### src/rtl/dm_sba_controller.sv
`default_nettype none
// ============================================================================
// Module   : dm_sba_controller
// Purpose  : System Bus Access sequencer - issues single-beat bus transactions
//            with size/alignment checks, response timeout and autoincrement.
// Revision : 1.0 - initial release
// ============================================================================
module dm_sba_controller #(
    parameter int unsigned TimeoutCycles = 255
) (
    input  logic        clk_i,
    input  logic        rst_ni,
    input  logic [31:0] sbaddress_i,
    input  logic [31:0] sbdata_i,
    input  logic        sbaddress_write_valid_i,
    input  logic        sbdata_read_valid_i,
    input  logic        sbdata_write_valid_i,
    input  logic        sbreadonaddr_i,
    input  logic        sbreadondata_i,
    input  logic        sbautoincrement_i,
    input  logic [2:0]  sbaccess_i,
    output logic        sbbusy_o,
    output logic [31:0] sbdata_o,
    output logic        sbdata_valid_o,
    output logic [2:0]  sberror_o,
    output logic        sberror_valid_o,
    output logic [31:0] sbaddress_o,
    output logic        sbaddress_valid_o,
    output logic        req_o,
    output logic [31:0] add_o,
    output logic        we_o,
    output logic [31:0] wdata_o,
    output logic [3:0]  be_o,
    input  logic        gnt_i,
    input  logic        r_valid_i,
    input  logic [31:0] r_rdata_i,
    input  logic        r_err_i
);

    localparam int unsigned          c_cnt_w   = $clog2(TimeoutCycles + 2);
    localparam logic [c_cnt_w-1:0]   c_timeout = c_cnt_w'(TimeoutCycles);

    localparam logic [2:0] c_st_idle       = 3'd0;
    localparam logic [2:0] c_st_read       = 3'd1;
    localparam logic [2:0] c_st_write      = 3'd2;
    localparam logic [2:0] c_st_wait_read  = 3'd3;
    localparam logic [2:0] c_st_wait_write = 3'd4;

    logic [2:0]         r_state;
    logic [2:0]         w_next_state;
    logic               r_busy;
    logic               r_latched;
    logic [31:0]        r_addr;
    logic [31:0]        r_data;
    logic [2:0]         r_size;
    logic [c_cnt_w-1:0] r_cnt;
    logic [c_cnt_w-1:0] w_cnt_next;

    logic [31:0]        w_addr;
    logic [31:0]        w_data;
    logic [2:0]         w_size;
    logic               w_size_err;
    logic               w_align_err;
    logic               w_timeout;
    logic [3:0]         w_be;
    logic [31:0]        w_wdata;
    logic [31:0]        w_rmask;
    logic [31:0]        w_rdata;
    logic               w_req;
    logic               w_we;

    logic               w_err_set;
    logic [2:0]         w_err_code;
    logic               w_data_set;
    logic               w_inc_set;

    logic [31:0]        r_sbdata;
    logic               r_sbdata_valid;
    logic [2:0]         r_sberror;
    logic               r_sberror_valid;
    logic [31:0]        r_sbaddress;
    logic               r_sbaddress_valid;

    // The first busy cycle uses the live register values; afterwards the
    // captured copy keeps an outstanding request stable until granted.
    assign w_addr = r_latched ? r_addr : sbaddress_i;
    assign w_data = r_latched ? r_data : sbdata_i;
    assign w_size = r_latched ? r_size : sbaccess_i;

    assign w_size_err  = (w_size > 3'd2);
    assign w_align_err = ((w_size == 3'd1) && w_addr[0]) ||
                         ((w_size == 3'd2) && (w_addr[1:0] != 2'b00));

    assign w_cnt_next = (r_cnt == {c_cnt_w{1'b1}}) ? r_cnt : r_cnt + c_cnt_w'(1);
    assign w_timeout  = (TimeoutCycles != 0) && (w_cnt_next >= c_timeout);

    always_comb begin
        w_be    = 4'b0000;
        w_wdata = w_data;
        w_rmask = 32'hFFFF_FFFF;
        case (w_size)
            3'd0: begin
                w_be    = 4'b0001 << w_addr[1:0];
                w_wdata = {4{w_data[7:0]}};
                w_rmask = 32'h0000_00FF;
            end
            3'd1: begin
                w_be    = 4'b0011 << {w_addr[1], 1'b0};
                w_wdata = {2{w_data[15:0]}};
                w_rmask = 32'h0000_FFFF;
            end
            3'd2:    w_be = 4'b1111;
            default: w_be = 4'b0000;
        endcase
    end

    assign w_rdata = (r_rdata_i >> {w_addr[1:0], 3'b000}) & w_rmask;

    always_comb begin
        w_next_state = r_state;
        w_req        = 1'b0;
        w_err_set    = 1'b0;
        w_err_code   = 3'd0;
        w_data_set   = 1'b0;
        w_inc_set    = 1'b0;
        case (r_state)
            c_st_idle: begin
                if (sbaddress_write_valid_i && sbreadonaddr_i) begin
                    w_next_state = c_st_read;
                end else if (sbdata_write_valid_i) begin
                    w_next_state = c_st_write;
                end else if (sbdata_read_valid_i && sbreadondata_i) begin
                    w_next_state = c_st_read;
                end
            end
            c_st_read, c_st_write: begin
                if (!r_latched && w_size_err) begin
                    w_err_set    = 1'b1;
                    w_err_code   = 3'd4;
                    w_next_state = c_st_idle;
                end else if (!r_latched && w_align_err) begin
                    w_err_set    = 1'b1;
                    w_err_code   = 3'd3;
                    w_next_state = c_st_idle;
                end else begin
                    w_req = 1'b1;
                    // A grant on the last allowed cycle still wins over the timeout.
                    if (gnt_i) begin
                        w_next_state = (r_state == c_st_read) ? c_st_wait_read : c_st_wait_write;
                    end else if (w_timeout) begin
                        w_err_set    = 1'b1;
                        w_err_code   = 3'd1;
                        w_next_state = c_st_idle;
                    end
                end
            end
            c_st_wait_read, c_st_wait_write: begin
                if (r_valid_i) begin
                    w_next_state = c_st_idle;
                    if (r_err_i) begin
                        w_err_set  = 1'b1;
                        w_err_code = 3'd2;
                    end else begin
                        w_data_set = (r_state == c_st_wait_read);
                        w_inc_set  = sbautoincrement_i;
                    end
                end else if (w_timeout) begin
                    w_err_set    = 1'b1;
                    w_err_code   = 3'd1;
                    w_next_state = c_st_idle;
                end
            end
            default: w_next_state = c_st_idle;
        endcase
    end

    always_ff @(posedge clk_i or negedge rst_ni) begin
        if (!rst_ni) begin
            r_state   <= c_st_idle;
            r_busy    <= 1'b0;
            r_latched <= 1'b0;
            r_addr    <= 32'd0;
            r_data    <= 32'd0;
            r_size    <= 3'd0;
            r_cnt     <= '0;
        end else begin
            r_state   <= w_next_state;
            r_busy    <= (w_next_state != c_st_idle);
            r_latched <= (r_state != c_st_idle) && (w_next_state != c_st_idle);
            if (((r_state == c_st_read) || (r_state == c_st_write)) && !r_latched) begin
                r_addr <= sbaddress_i;
                r_data <= sbdata_i;
                r_size <= sbaccess_i;
            end
            if (r_state == c_st_idle) begin
                r_cnt <= '0;
            end else begin
                r_cnt <= w_cnt_next;
            end
        end
    end

    always_ff @(posedge clk_i or negedge rst_ni) begin
        if (!rst_ni) begin
            r_sbdata          <= 32'd0;
            r_sbdata_valid    <= 1'b0;
            r_sberror         <= 3'd0;
            r_sberror_valid   <= 1'b0;
            r_sbaddress       <= 32'd0;
            r_sbaddress_valid <= 1'b0;
        end else begin
            r_sbdata_valid    <= w_data_set;
            r_sberror_valid   <= w_err_set;
            r_sbaddress_valid <= w_inc_set;
            if (w_data_set) begin
                r_sbdata <= w_rdata;
            end
            if (w_err_set) begin
                r_sberror <= w_err_code;
            end
            if (w_inc_set) begin
                r_sbaddress <= w_addr + (32'd1 << w_size);
            end
        end
    end

    assign w_we = w_req && (r_state == c_st_write);

    assign sbbusy_o          = r_busy;
    assign sbdata_o          = r_sbdata;
    assign sbdata_valid_o    = r_sbdata_valid;
    assign sberror_o         = r_sberror;
    assign sberror_valid_o   = r_sberror_valid;
    assign sbaddress_o       = r_sbaddress;
    assign sbaddress_valid_o = r_sbaddress_valid;

    assign req_o   = w_req;
    assign add_o   = w_req ? {w_addr[31:2], 2'b00} : 32'd0;
    assign be_o    = w_req ? w_be : 4'b0000;
    assign we_o    = w_we;
    assign wdata_o = w_we ? w_wdata : 32'd0;

endmodule
`default_nettype wire

### config.mk
export PLATFORM = sky130hd
export DESIGN_NAME = dm_sba_controller
export DESIGN_NICKNAME = d
export VERILOG_FILES = /design/src/rtl/dm_sba_controller.sv
export SDC_FILE = /design/constraint.sdc
export NUM_CORES = 1
export LEC_CHECK = 0
export CAP_MARGIN = 30
export CORE_ASPECT_RATIO = 1.1
export CORE_MARGIN = 2
export CORE_UTILIZATION = 53
export CTS_CLUSTER_SIZE = 28
export DETAILED_ROUTE_END_ITERATION = 16
export HOLD_SLACK_MARGIN = 0.12
export PLACE_DENSITY_LB_ADDON = 0.08
export SYNTH_ARGS = -nofsm -noshare
export SYNTH_HDL_FRONTEND = slang
export SYNTH_SLANG_ARGS = --single-unit
### constraint.sdc
create_clock -name clk_i -period 8.2 [get_ports clk_i]
set_input_delay 1.64 -clock clk_i [delete_from_list [all_inputs] [get_ports clk_i]]
set_output_delay 1.64 -clock clk_i [all_outputs]
set_load 0.03 [all_outputs]
# [Word-level counts from Yosys, hierarchy flattened]
# Cells that the tools add are included.
[classes] addsub=2 order_cmp=2 eq_ne=7 n_shift=4 muxes=44 n_bitwise=1 n_reduce_logical=19
[ops] cell="two-way mux 32 bit" count=4
[ops] cell="case mux 32 bit (2 select lines)" count=2
[ops] cell="two-way mux 3 bit" count=12
[ops] cell="adder 32 bit" count=1
[ops] cell="AND 32 bit" count=1
[ops] cell="<< shifter 1 x 3 -> 32 bit, first input constant" count=1
[ops] cell="right shift 32 x 5 -> 32 bit" count=1
[ops] cell="two-way mux 9 bit" count=2
[ops] cell="two-way mux 1 bit" count=17
[ops] cell="case mux 4 bit (3 select lines)" count=1
[ops] cell="adder 9 x 1 -> 9 bit, second input constant" count=1
[ops] cell="== test 3 x 2 -> 1 bit, second input constant" count=3
[ops] cell="== test 9 bit, second input constant" count=1
[ops] cell="greater-or-equal comparator 9 x 8 -> 1 bit, second input constant" count=1
[ops] cell="logical AND 1 bit" count=9
[ops] cell="case mux 3 bit (3 select lines)" count=1
[ops] cell="== test 3 x 1 -> 1 bit, second input constant" count=2
[ops] cell="logical NOT 3 bit" count=2
[ops] cell="case mux 3 bit (2 select lines)" count=1
[ops] cell="nonzero test 3 bit" count=2
[ops] cell="two-way mux 2 bit" count=2
[ops] cell="two-way mux 4 bit" count=1
[ops] cell="OR reduction 2 bit" count=2
[ops] cell="<< shifter 1 x 2 -> 4 bit, first input constant" count=1
[ops] cell="other kinds (7)" count=8
[totals] ff_bits=151 in_bits=110 output_inout_bits=141 word_cells=92

# [Logic depth before layout (Yosys ltp)]
[logic_depth] depth_word=10 mapped_depth=16 ltp_nobuf=12

# [Least setup slack after synthesis]
# OpenSTA, ideal clock, no wires.
[synth_path] path_type="input -> output" start="input sbaccess_i[1]" end="output wdata_o[31]" t_arrival_ns=3.916 required_time_ns=6.560 setup_slack_ns=2.644 cell_stages=8 path_buffers=3 cell_sequence="buf_2 > xnor2_1 > o32ai_1 > or3_1 > buf_2 > or4b_1 > buf_2 > a211oi_1"
[synth_between] elab_chain_cells=10 word_cells_on_any_way=16 classes_between="1 x order compare; 2 x eq/ne; 6 x mux; 7 x reduce/logical"
[synth_lines] item="start: declaration" line_no="21" rtl="input logic [2:0] sbaccess_i,"
[synth_lines] item="two-way mux 3 bit *" line_no="88" rtl="assign w_size = r_latched ? r_size : sbaccess_i;"
[synth_lines] item="== test 3 x 1 -> 1 bit or == test 3 x 2 -> 1 bit (tied branches)" line_no="91, 101, 92"
[synth_lines] item="logical AND 1 bit, on equally long branches" line_no="91, 92"
[synth_lines] item="logical OR 1 bit" line_no="91" rtl="assign w_align_err = ((w_size == 3'd1) && w_addr[0]) ||"
[synth_lines] item="logical AND 1 bit" line_no="141" rtl="end else if (!r_latched && w_align_err) begin"
[synth_lines] item="two-way mux 1 bit" line_no="141"
[synth_lines] item="two-way mux 1 bit" line_no="137" rtl="if (!r_latched && w_size_err) begin"
[synth_lines] item="two-way mux 1 bit" line_no="126" rtl="case (r_state)"
[synth_lines] item="logical AND 1 bit" line_no="227" rtl="assign w_we = w_req && (r_state == c_st_write);"
[synth_lines] item="two-way mux 32 bit *" line_no="241" rtl="assign wdata_o = w_we ? w_wdata : 32'd0;"
[synth_lines] item="end: declaration" line_no="32" rtl="output logic [31:0] wdata_o,"
# Mark *: on every way between the ends. The rest lies on a longest branch, timed or not.

# [Worst setup path after layout]
[layout_path] start="input sbaccess_i[1]" end="output wdata_o[17]"
# The elaborated chain is that of the path after synthesis.

==> flow_metrics.env <==
export IMPL_run_status="completed"
export IMPL_floorplan_io_pins=251
export IMPL_setup_worst_path_end_class="output port"
export IMPL_tritoncts_clock_tree="built"
export IMPL_hold_path_class="reg2reg"
export IMPL_numPortBuffers=248
export IMPL_core_region_area_um2=16500
export IMPL_p_leak_uw=0.00502
export IMPL_most_common_layout_cells="247 x clkdlybuf4s50_1, 150 x dfrtp_1, 108 x nand2_1"
export IMPL_minimum_hold_slack_ns=0.476
export IMPL_grt_setup_unrepaired="no"
export IMPL_chipHeight_um=140
export IMPL_num_fill_cells=1245
export IMPL_grt_first_pass_wirelength_mm=40.7
export IMPL_clock_transition_time_at_the_flip_flop_clock_pins_of_the_worst_setup_and_hold_paths_ns=0.06
export IMPL_cts_root_buf="clkbuf_16"
export IMPL_cp_data_arrival_time_ns=5.21
export IMPL_area_delta_synth_final_pct=36.2
export IMPL_finalMaxSlewViolations=0
export IMPL_max_frequency_mhz=146
export IMPL_async_flop_share_pct=100
export IMPL_cp_start_kind="input port"
export IMPL_cts_max_level=4
export IMPL_grt_pass1_vias=7577
export IMPL_cts_sinks=151
export IMPL_design_power_total_uw=4640
export IMPL_critical_path_peak_fanout=25
export IMPL_final_layout_size_suffix_gt1_share_pct=14.6
export IMPL_yosys_area_share_adder_pct=1.62
export IMPL_floorplan_rows=49
export IMPL_final_hpwl_dp_mm=18.5
export IMPL_dp_cells=1325
export IMPL_maxCapViolCount=0
export IMPL_post_cts_setup_buffer_count=0
export IMPL_synth_yosys_seq_area_share_pct=42.1
export IMPL_drc=0
export IMPL_period_needed_ns=6.85
export IMPL_timing_critical_path_required_ns=6.56
export IMPL_report_final_setup_viol=0
export IMPL_combinational_family_with_the_most_area_after_synthesis="multiplexers"
export IMPL_ant_nets=0
export IMPL_antenna_found_initial=0
export IMPL_yosys_register_bits=151
export IMPL_relative_slew_slack_pct=32.2
export IMPL_syn_inst=920
export IMPL_cts_resized=0
export IMPL_numCtsBuffers=17
export IMPL_post_synth_mux_area_share_pct=17.6
export IMPL_cts_buffer_depth=2
export IMPL_groute_layer_met3_usage_pct=6.07
export IMPL_power_density_nw_per_um2=379
export IMPL_ys_dominant_reg_cell="dfrtp_1"
export IMPL_worst_slew_pin_transition_ns=1.02
export IMPL_synth_avg_cell_area_um2=9.75
export IMPL_groute_usage_overall_pct=28.8
export IMPL_setup_tns_ns=0
export IMPL_peakVddDrop_v=0.000214
export IMPL_initialDrtViolationCount=562
export IMPL_synth_compound_area_share_pct=16.5
export IMPL_detail_route_wirelength_mm=25.9
export IMPL_hold_buffers=0
export IMPL_yosys_area_share_simple_pct=16.4
export IMPL_layout_cells_non_filler=1358
export IMPL_routabilityCongestion=0.869
export IMPL_die_width_um=128
export IMPL_final_util_pct=74.1
export IMPL_antenna_cells=0
export IMPL_fin_crit_sh_pct=83.5
export IMPL_yosysUniqueCellTypes=67
export IMPL_die_area_um2=18000
export IMPL_global_route_overflow_total=0
export IMPL_grtUsageMet1_pct=39.6
export IMPL_globalRouteMet2Util_pct=45.9
export IMPL_nets_final=1262
export IMPL_number_of_enable_type_register_cells_in_the_synthesized_netlist=0
export IMPL_finalHoldViolations=0
export IMPL_mappedNetlistArea_um2=8970
export IMPL_finalClockSkew_ns=0.00992
export IMPL_yosys_warnings=0
export IMPL_route_detailed_vias_per_inst=5.83
export IMPL_vias=7919
export IMPL_start_util_pct=54.4
export IMPL_maximum_number_of_pins_on_one_net_before_global_route_repair=91
export IMPL_criticalPathCategory="in2out"
export IMPL_yosys_area_share_xor_xnor_pct=2.05
export IMPL_detail_route_wl_per_cell_um=19.1
export IMPL_most_used_layer_global_route="met2"
export IMPL_drt_first_pass_iters=7
export IMPL_mostFrequentLayoutCell="clkdlybuf4s50_1"
export IMPL_clock_latency_ns=0.43
==> final cells by class <==
cell class	count	area [um^2]	area share [%]
multi-input combinational	698	4900	40.1
sequential	151	3780	30.9
timing repair buffer	260	2610	21.3
clock buffer	19	433	3.54
tap	204	255	2.09
clock inverter	13	204	1.67
inverter	13	48.8	0.399
==> worst paths after layout <==
path | from | endpoint | slack, ns | depth (start not counted)
min in group asynchronous | rst_ni | sbaddress_o[18] | 1.28 | 1
setup reg to reg | r_latched | sbaddress_o[31] | 3.24 | 9
max in group asynchronous | rst_ni | sbdata_o[31] | 5.62 | 2
hold / removal | sbdata_o[1] | sbdata_o[1] | 0.48 | 2
setup / recovery | sbaccess_i[1] | wdata_o[17] | 1.35 | 10
hold reg to reg | sbdata_o[1] | sbdata_o[1] | 0.48 | 2
==> worst max-delay path, stage by stage <==
cell and delay [ns]:
clkdlybuf4s50_1 0.64, xnor2_1 0.16, o32ai_1 0.18, or3_1 0.42, buf_4 0.22, or4b_1 0.71
buf_16 0.26, buf_4 0.16, a21oi_1 0.12, clkdlybuf4s50_1 0.69
==> per-stage QoR <==
step / setup slack (ns) / area, um^2
CTS: 1.37 / 12200
detailed placement: 1.38 / 11600
global route: 1.20 / 12200
floorplan: 2.64 / 8980
global placement: 1.17 / 11500
finish: 1.35 / 12200
==> state kept, by name (all words and copies together), names as in the netlist, 3 cells and up <==
signal,flops
sbdata_o,32
sbaddress_o,32
r_data,32
r_cnt,9
sberror_o,3
r_addr,32
r_state,3
r_size,3
==> Yosys cell counts (3+ instances only) <==
cell type  instances  area share [%]
a21oi_1           41             2.3
nand3b_1           8            0.67
xor2_1             6            0.59
or2_2              9            0.63
clkbuf_1          35             1.5
xnor2_1           15             1.5
a22o_1            17             1.7
o31ai_1            7            0.59
nor2b_1           17             1.2
buf_2             10            0.56
a31oi_1            3            0.21
a311oi_1           3            0.29
a211o_1           14             1.4
nor3b_1            4            0.33
mux2i_1           56             6.2
nor2_1            88             3.7
a211oi_2          13             1.8
or3_1              4            0.28
a21o_1             7            0.59
and2_1            10            0.70
a32o_1             3            0.33
nand2_1          108             4.5
nand4_1            7            0.49
o21ai_0           53             3.0
o2111ai_1          4            0.39
nor3_1             9            0.50
a211oi_1          13             1.1
dfrtp_1          151              42
o211ai_1           3            0.25
buf_1              5            0.21
nand3_1           23             1.3
o21ai_1            3            0.17
inv_1             13            0.54
nand2b_1           5            0.35
nor4_1             4            0.28
mux2_2            88              11
o21a_1             4            0.33
buf_4              5            0.42
ha_1              10             1.4
and3_1             4            0.28
buf_6              4            0.50
==> kinds of logic after synthesis <==
kind of cell	Yosys count
AO/OA/AOI/OAI	207
XOR/XNOR	21
adder cells (fa/ha/maj)	11
buffers and inverters	72
flip-flops	151
multiplexers	146
other	1
AND/OR/NAND/NOR	311
==> power by group <==
| part | total [uW] | internal, uW | leakage (uW) | switching, uW |
|---|---|---|---|---|
| registers | 1340 | 1090 | 0.00189 | 254 |
| logic | 2440 | 1080 | 0.00282 | 1360 |
| clock network | 856 | 538 | 0.000299 | 317 |
==> layer usage <==
metal / part of all wire (%) / up-vias
met5: 0 / -
met4: 2.5 / 0
met3: 6.4 / 42
met2: 48 / 293
met1: 44 / 3822
li1: - / 3762
Power figures use the tool's default switching activity.
